<file path="config.mk">
export PLATFORM = sky130hd
export DESIGN_NAME = lc3_control_fsm
export DESIGN_NICKNAME = d
export VERILOG_FILES = /design/src/rtl/lc3_control_fsm.sv
export SDC_FILE = /design/constraint.sdc
export NUM_CORES = 1
export LEC_CHECK = 0
export CAP_MARGIN = 20
export CORE_UTILIZATION = 30
export CTS_BUF_LIST = sky130_fd_sc_hd__clkbuf_16
export DETAILED_ROUTE_END_ITERATION = 8
export MAX_ROUTING_LAYER = met4
export SYNTH_ARGS = -nofsm -noshare
export SYNTH_HDL_FRONTEND = slang
export SYNTH_SLANG_ARGS = --single-unit
</file>
<file path="constraint.sdc">
create_clock -name Clk -period 2.91 [get_ports Clk]
set_input_delay 0.7275 -clock Clk [delete_from_list [all_inputs] [get_ports Clk]]
set_output_delay 0.7275 -clock Clk [all_outputs]
set_load 0.02 [all_outputs]
</file>
<file path="src/rtl/lc3_control_fsm.sv">
`default_nettype none
// ============================================================================
// Module   : lc3_control_fsm
// Purpose  : Multi-cycle control unit for an LC-3 style datapath. Sequences
//            fetch / decode / execute, holds the SRAM strobes for MEM_WAIT
//            cycles per access and implements the Run / Continue handshake.
// Ports    : Clk, Reset (sync, active-high), Run, Continue
//            opcode[3:0], BEN, imm5_sel           - status from datapath
//            load_* / ld_reg                      - register load enables
//            pc_sel, ALUK, *_mux_sel              - mux selects
//            GatePC/GateMDR/GateALU/GateMARMUX    - bus drivers (one-hot0)
//            Mem_CE/Mem_OE/Mem_WE                 - SRAM strobes, active-low
//            halted, state_dbg[4:0]               - status / debug
// Options  : LC3_CTRL_ILLEGAL_TRAP_EN - unsupported opcodes halt the core with
//            a sticky trap flag (state_dbg = 5'h1F) cleared only by Reset.
// Revision : 1.0 - initial release
// ============================================================================
module lc3_control_fsm #(
  parameter int MEM_WAIT = 2
) (
  input  logic       Clk,
  input  logic       Reset,
  input  logic       Run,
  input  logic       Continue,
  input  logic [3:0] opcode,
  input  logic       BEN,
  input  logic       imm5_sel,
  output logic       load_ir,
  output logic       load_pc,
  output logic       load_mdr,
  output logic       load_mar,
  output logic       load_cc,
  output logic       ld_reg,
  output logic [1:0] pc_sel,
  output logic [1:0] ALUK,
  output logic       GatePC,
  output logic       GateMDR,
  output logic       GateALU,
  output logic       GateMARMUX,
  output logic       SR2_mux_sel,
  output logic       addr1mux_sel,
  output logic [1:0] addr2mux_sel,
  output logic       dr_mux_sel,
  output logic       Mem_CE,
  output logic       Mem_OE,
  output logic       Mem_WE,
  output logic       halted,
  output logic [4:0] state_dbg
);

  typedef enum logic [4:0] {
    S_HALTED = 5'd0,  S_FETCH1 = 5'd1,  S_FETCH2 = 5'd2,  S_FETCH3 = 5'd3,
    S_DECODE = 5'd4,  S_ALU    = 5'd5,  S_BR     = 5'd6,  S_JMP    = 5'd7,
    S_JSR1   = 5'd8,  S_JSR2   = 5'd9,  S_LDR1   = 5'd10, S_LDR2   = 5'd11,
    S_LDR3   = 5'd12, S_STR1   = 5'd13, S_STR2   = 5'd14, S_STR3   = 5'd15,
    S_STR4   = 5'd16, S_PAUSE1 = 5'd17, S_PAUSE2 = 5'd18
  } state_t;

  typedef struct packed {
    logic       load_ir, load_pc, load_mdr, load_mar, load_cc, ld_reg;
    logic [1:0] pc_sel, aluk;
    logic       gate_pc, gate_mdr, gate_alu, gate_marmux;
    logic       sr2, addr1;
    logic [1:0] addr2;
    logic       dr, mem_ce, mem_oe, mem_we, halted;
  } ctrl_t;

  localparam ctrl_t CTRL_IDLE  = '{mem_ce: 1'b1, mem_oe: 1'b1, mem_we: 1'b1, default: '0};
  // Reset cycle also loads PC with zero through the pc_sel=11 input.
  localparam ctrl_t CTRL_RESET = '{load_pc: 1'b1, pc_sel: 2'b11, mem_ce: 1'b1, mem_oe: 1'b1,
                                   mem_we: 1'b1, halted: 1'b1, default: '0};
  localparam logic [3:0] WAIT_LAST = 4'(MEM_WAIT - 1);

  state_t     state_q, state_d;
  logic [3:0] cnt_q, cnt_d;
  ctrl_t      ctrl_q, ctrl_d;
`ifdef LC3_CTRL_ILLEGAL_TRAP_EN
  logic       trap_q, trap_d;
`endif

  // Next state and the control word of that next state; the word is then
  // registered so every output is glitch-free during its state.
  always_comb begin
    state_d = state_q;
    cnt_d   = cnt_q;
    ctrl_d  = CTRL_IDLE;
`ifdef LC3_CTRL_ILLEGAL_TRAP_EN
    trap_d  = trap_q;
`endif
    case (state_q)
`ifdef LC3_CTRL_ILLEGAL_TRAP_EN
      S_HALTED: if (Run && !trap_q) state_d = S_FETCH1;
`else
      S_HALTED: if (Run) state_d = S_FETCH1;
`endif
      S_FETCH1: state_d = S_FETCH2;
      S_FETCH2: if (cnt_q == WAIT_LAST) state_d = S_FETCH3; else cnt_d = cnt_q + 4'd1;
      S_FETCH3: state_d = S_DECODE;
      S_DECODE: begin
        case (opcode)
          4'b0001, 4'b0101, 4'b1001: state_d = S_ALU;
          4'b0000: state_d = S_BR;
          4'b1100: state_d = S_JMP;
          4'b0100: state_d = S_JSR1;
          4'b0110: state_d = S_LDR1;
          4'b0111: state_d = S_STR1;
          4'b1101: state_d = S_PAUSE1;
`ifdef LC3_CTRL_ILLEGAL_TRAP_EN
          default: begin
            state_d = S_HALTED;
            trap_d  = 1'b1;
          end
`else
          default: state_d = S_FETCH1;
`endif
        endcase
      end
      S_ALU, S_BR, S_JMP, S_JSR2, S_LDR3, S_STR4: state_d = S_FETCH1;
      S_JSR1:   state_d = S_JSR2;
      S_LDR1:   state_d = S_LDR2;
      S_LDR2:   if (cnt_q == WAIT_LAST) state_d = S_LDR3; else cnt_d = cnt_q + 4'd1;
      S_STR1:   state_d = S_STR2;
      S_STR2:   state_d = S_STR3;
      S_STR3:   if (cnt_q == WAIT_LAST) state_d = S_STR4; else cnt_d = cnt_q + 4'd1;
      S_PAUSE1: if (Continue) state_d = S_PAUSE2;
      S_PAUSE2: if (!Continue) state_d = S_FETCH1;
      default:  state_d = S_HALTED;
    endcase

    // Every state change restarts the wait counter, so each memory state
    // starts counting from zero.
    if (state_d != state_q) cnt_d = '0;

    case (state_d)
      S_HALTED: ctrl_d.halted = 1'b1;
      S_FETCH1: begin
        ctrl_d.gate_pc  = 1'b1;
        ctrl_d.load_mar = 1'b1;
        ctrl_d.pc_sel   = 2'b01;
        ctrl_d.load_pc  = 1'b1;
      end
      S_FETCH2, S_LDR2: begin
        ctrl_d.mem_ce   = 1'b0;
        ctrl_d.mem_oe   = 1'b0;
        ctrl_d.load_mdr = 1'b1;
      end
      S_FETCH3: begin
        ctrl_d.gate_mdr = 1'b1;
        ctrl_d.load_ir  = 1'b1;
      end
      // Only reachable from DECODE, so opcode/imm5_sel/BEN are the current IR's.
      S_ALU: begin
        case (opcode)
          4'b0101: ctrl_d.aluk = 2'b01;
          4'b1001: ctrl_d.aluk = 2'b10;
          default: ctrl_d.aluk = 2'b00;
        endcase
        ctrl_d.sr2      = (opcode == 4'b1001) ? 1'b0 : imm5_sel;
        ctrl_d.gate_alu = 1'b1;
        ctrl_d.ld_reg   = 1'b1;
        ctrl_d.load_cc  = 1'b1;
      end
      S_BR: if (BEN) begin
        ctrl_d.pc_sel  = 2'b10;
        ctrl_d.addr2   = 2'b10;
        ctrl_d.load_pc = 1'b1;
      end
      S_JMP: begin
        ctrl_d.pc_sel  = 2'b10;
        ctrl_d.addr1   = 1'b1;
        ctrl_d.load_pc = 1'b1;
      end
      S_JSR1: begin
        ctrl_d.gate_pc = 1'b1;
        ctrl_d.dr      = 1'b1;
        ctrl_d.ld_reg  = 1'b1;
      end
      S_JSR2: begin
        ctrl_d.pc_sel  = 2'b10;
        ctrl_d.addr2   = 2'b11;
        ctrl_d.load_pc = 1'b1;
      end
      S_LDR1, S_STR1: begin
        ctrl_d.gate_marmux = 1'b1;
        ctrl_d.addr1       = 1'b1;
        ctrl_d.addr2       = 2'b01;
        ctrl_d.load_mar    = 1'b1;
      end
      S_LDR3: begin
        ctrl_d.gate_mdr = 1'b1;
        ctrl_d.ld_reg   = 1'b1;
        ctrl_d.load_cc  = 1'b1;
      end
      S_STR2: begin
        ctrl_d.aluk     = 2'b11;
        ctrl_d.gate_alu = 1'b1;
        ctrl_d.load_mdr = 1'b1;
      end
      S_STR3: begin
        ctrl_d.gate_mdr = 1'b1;
        ctrl_d.mem_ce   = 1'b0;
        ctrl_d.mem_we   = 1'b0;
      end
      // Data stays on the bus one cycle past the write strobe (hold time).
      S_STR4: ctrl_d.gate_mdr = 1'b1;
      default: ;
    endcase
  end

  always_ff @(posedge Clk) begin
    if (Reset) begin
      state_q <= S_HALTED;
      cnt_q   <= '0;
      ctrl_q  <= CTRL_RESET;
`ifdef LC3_CTRL_ILLEGAL_TRAP_EN
      trap_q  <= 1'b0;
`endif
    end else begin
      state_q <= state_d;
      cnt_q   <= cnt_d;
      ctrl_q  <= ctrl_d;
`ifdef LC3_CTRL_ILLEGAL_TRAP_EN
      trap_q  <= trap_d;
`endif
    end
  end

  assign load_ir      = ctrl_q.load_ir;
  assign load_pc      = ctrl_q.load_pc;
  assign load_mdr     = ctrl_q.load_mdr;
  assign load_mar     = ctrl_q.load_mar;
  assign load_cc      = ctrl_q.load_cc;
  assign ld_reg       = ctrl_q.ld_reg;
  assign pc_sel       = ctrl_q.pc_sel;
  assign ALUK         = ctrl_q.aluk;
  assign GatePC       = ctrl_q.gate_pc;
  assign GateMDR      = ctrl_q.gate_mdr;
  assign GateALU      = ctrl_q.gate_alu;
  assign GateMARMUX   = ctrl_q.gate_marmux;
  assign SR2_mux_sel  = ctrl_q.sr2;
  assign addr1mux_sel = ctrl_q.addr1;
  assign addr2mux_sel = ctrl_q.addr2;
  assign dr_mux_sel   = ctrl_q.dr;
  assign Mem_CE       = ctrl_q.mem_ce;
  assign Mem_OE       = ctrl_q.mem_oe;
  assign Mem_WE       = ctrl_q.mem_we;
  assign halted       = ctrl_q.halted;
`ifdef LC3_CTRL_ILLEGAL_TRAP_EN
  assign state_dbg    = trap_q ? 5'h1F : state_q;
`else
  assign state_dbg    = state_q;
`endif

endmodule
`default_nettype wire

</file>
==> key figures <==
Power and ir drop
  • Lkg Pwr: between 0.0009 and 0.001 uW
  • Pwr/cell area: roughly 590 mW/mm^2
  • Worst vdd ir: about 0.36 mV

Synthesis
  • Syn Inst Count: between 200 and 250
  • Cell variety after synth: ~60
  • Post-Syn Area: 0.001820 sq mm
  • Synth area leader: dfxtp_1
  • Seq/Total Area, Yosys: 0.3519
  • Synth warnings: 0
  • Number of synthesized flops with an enable pin: 0
  • #FFs+latches synth: 32
  • Post-synth ARST share: 0
  • Syn Area/Cell: around 8.4 sq um
  • Top post-synthesis cells by area: dfxtp_1 35%, nand4_1 4.1%, nand3_1 3.6%
  • Top FF cell, synth: dfxtp_1
  • Yosys top cell area share: 0.3519
  • Syn nets: around 230

CTS
  • CTS resizes: 0
  • Total CTS buffers: 5
  • CTS sink cnt: 32
  • Setup Buffers After CTS: 0
  • Worst skew pair latency: about 0.27 ns
  • CTS clk-pin slew, worst paths: 0.06 ns
  • H-tree levels: 2
  • Clock buffer depth: 2
  • Post-CTS Hold Fix Bufs: 0
  • CTS tree: yes
  • CTS root buf: clkbuf_16

STA
  • Slew margin rel.: 0.6018
  • Final period utilization: 0.9215
  • Slew Limit Fails: 0
  • Setup-failing EPs final: 0
  • RSZ-0062 raised after global routing: no
  • Hold Fails Final Rpt: 0
  • Final worst slack: between 0.2 and 0.25 ns
  • Worst-margin pin slew: ~0.60 ns
  • Clock Skew: 0.006015 ns
  • Highest Clock Rate: ~0.37 GHz
  • Fin crit period: 2.682 ns

Route
  • Post-route DRC: 0
  • Initial DRC Count: 100
  • Remaining antenna violation count after routing: 0
  • Router iterations before antenna repair: 4
  • Via density: between 5 and 6
  • Wire per inst: around 15 microns
  • Vias: ~1,800
  • Post-Route WL: 4976 microns

Global route
  • Initial antenna violation count: 0
  • Total GRT Usage: 0.1763
  • Vias in the first global route: around 1,700
  • Largest net degree at the start of global routing: 19
  • Global-route wire length before repair: 8390 microns
  • Overflow after GRT: 0

Placed design
  • Placed cell count: about 340
  • HPWL Detailed: 3634 microns
  • I/O Buffers: 37
  • Placer Congestion: around 0.84
  • Setup WS pre-CTS: -0.03363 ns

Floorplanning
  • Core area: about 0.0059 sq mm
  • Rows: 28
  • Die X-Extent: between 70 and 80 microns
  • Initial core utilization: 0.3093
  • Die Y: 79.90 microns
  • I/O pin cnt: 38
  • Die Area: around 0.0064 sq mm

Layout
  • Max reg flops: 5
  • Ant. Diodes: 0
  • Layout Nets: around 280
  • FF+latch area: around 640 sq um
  • Final Non-Filler Cells: 343
  • Layout fillers: just over 600
  • Most common cell after layout, fill and taps aside: clkdlybuf4s50_1
  • Layout cells sized above 1: 0.1604
  • Final core utilization: 0.4347
  • Commonest cells after routing, fill and taps aside: 37 x clkdlybuf4s50_1, 32 x dfxtp_1, 24 x buf_4
  • Synthesis-to-finish area growth: 40.55%
  • Multi-input gate area: approximately 0.0011 sq mm

Critical path
  • Maximum fanout along the worst path: 9
  • Crit path DAT: approximately 2.9 ns
  • Critical setup path kind: input pin to register
  • CP Capture Type: register
  • Critical path launch point type: input pin
  • Worst path required time: roughly 3.1 ns

Flow run
  • Max Cap Viol: 0

Status
  • Outcome: completed

Hold path
  • Worst hold path type: register to register
metal layers:
layer | track usage | up-vias | share of wire | wire (microns)
li1 | - | 913 | - | -
met1 | 0.2290 | 854 | 0.49 | 2432
met2 | 0.2658 | 54 | 0.45 | 2249
met3 | 0.04457 | 4 | 0.051 | 252
met4 | 0.05893 | 0 | 0.0084 | 42
met5 | - | - | 0 | 0
path summary, 6_finish.rpt:
kind	slack, ns	cells past startpoint	to	start
setup / recovery	0.23	7	addr2mux_sel[0]	opcode[3]
hold / removal	0.58	2	cnt_q[3]	cnt_q[3]
setup reg to reg	0.34	7	pc_sel[0]	state_dbg[0]
hold reg to reg	0.58	2	cnt_q[3]	cnt_q[3]
worst max-delay path, cell delays in order:
cell and delay, ns:
clkdlybuf4s50_1 0.65, xor2_1 0.17, a21oi_1 0.08, o41a_1 0.41, and3_1 0.27, or3_4 0.41
a31oi_2 0.16
synthesized netlist by cell type (all sizes together), types with 2 or more instances:
cell type	instances
dfxtp	32
nand3	15
nor2	15
buf	13
nand4	12
a21oi	10
nand2	10
inv	8
a31oi	7
and3	6
clkbuf	6
o21ai	6
nor2b	5
nor4	5
nand2b	4
nor3	4
xnor2	4
xor2	4
a31o	3
and2	3
nor4bb	3
o2111ai	3
or3	3
a2111oi	2
a211o	2
a21o	2
ha	2
nand4b	2
nor3b	2
o211ai	2
or3b	2
or4	2
metrics by stage:
step           power [uW]  cell area, sq um  hold WS [ns]  TNS [ns]
6_report             1499              2559        0.5774         0
5_1_grt              1582              2559        0.6176         0
4_1_cts              1513              2559        0.5762         0
3_5_place_dp        921.7              2395        0.5536  -0.09343
3_3_place_gp        919.0              2395        0.5564  -0.08118
2_1_floorplan       748.5              1821        0.5365         0
report_power, final:
part / total, uW / switching, uW / internal [uW]
Sequential: 495 / 25.5 / 470
Clock: 583 / 185 / 399
Combinational: 420 / 226 / 194
Total: 1500 / 436 / 1060
area by class of cell:
class / count / area share
well taps: 75 / 0.03667
multi-input cells: 158 / 0.4142
repair buffers: 62 / 0.2230
inverters: 8 / 0.01174
clock buffers: 5 / 0.04890
flip-flops and latches: 32 / 0.2504
clock inverters: 3 / 0.01516
cells by family after synthesis:
family                   Yosys count  share of synthesized area
flip-flops                        32                     0.3519
AND/OR/NAND/NOR                   99                     0.3361
buffers and inverters             27                    0.06598
XOR/XNOR                           8                    0.03848
AO/OA/AOI/OAI                     49                     0.1938
adder cells (fa/ha/maj)            2                    0.01374
Power figures use the tool's default switching activity.
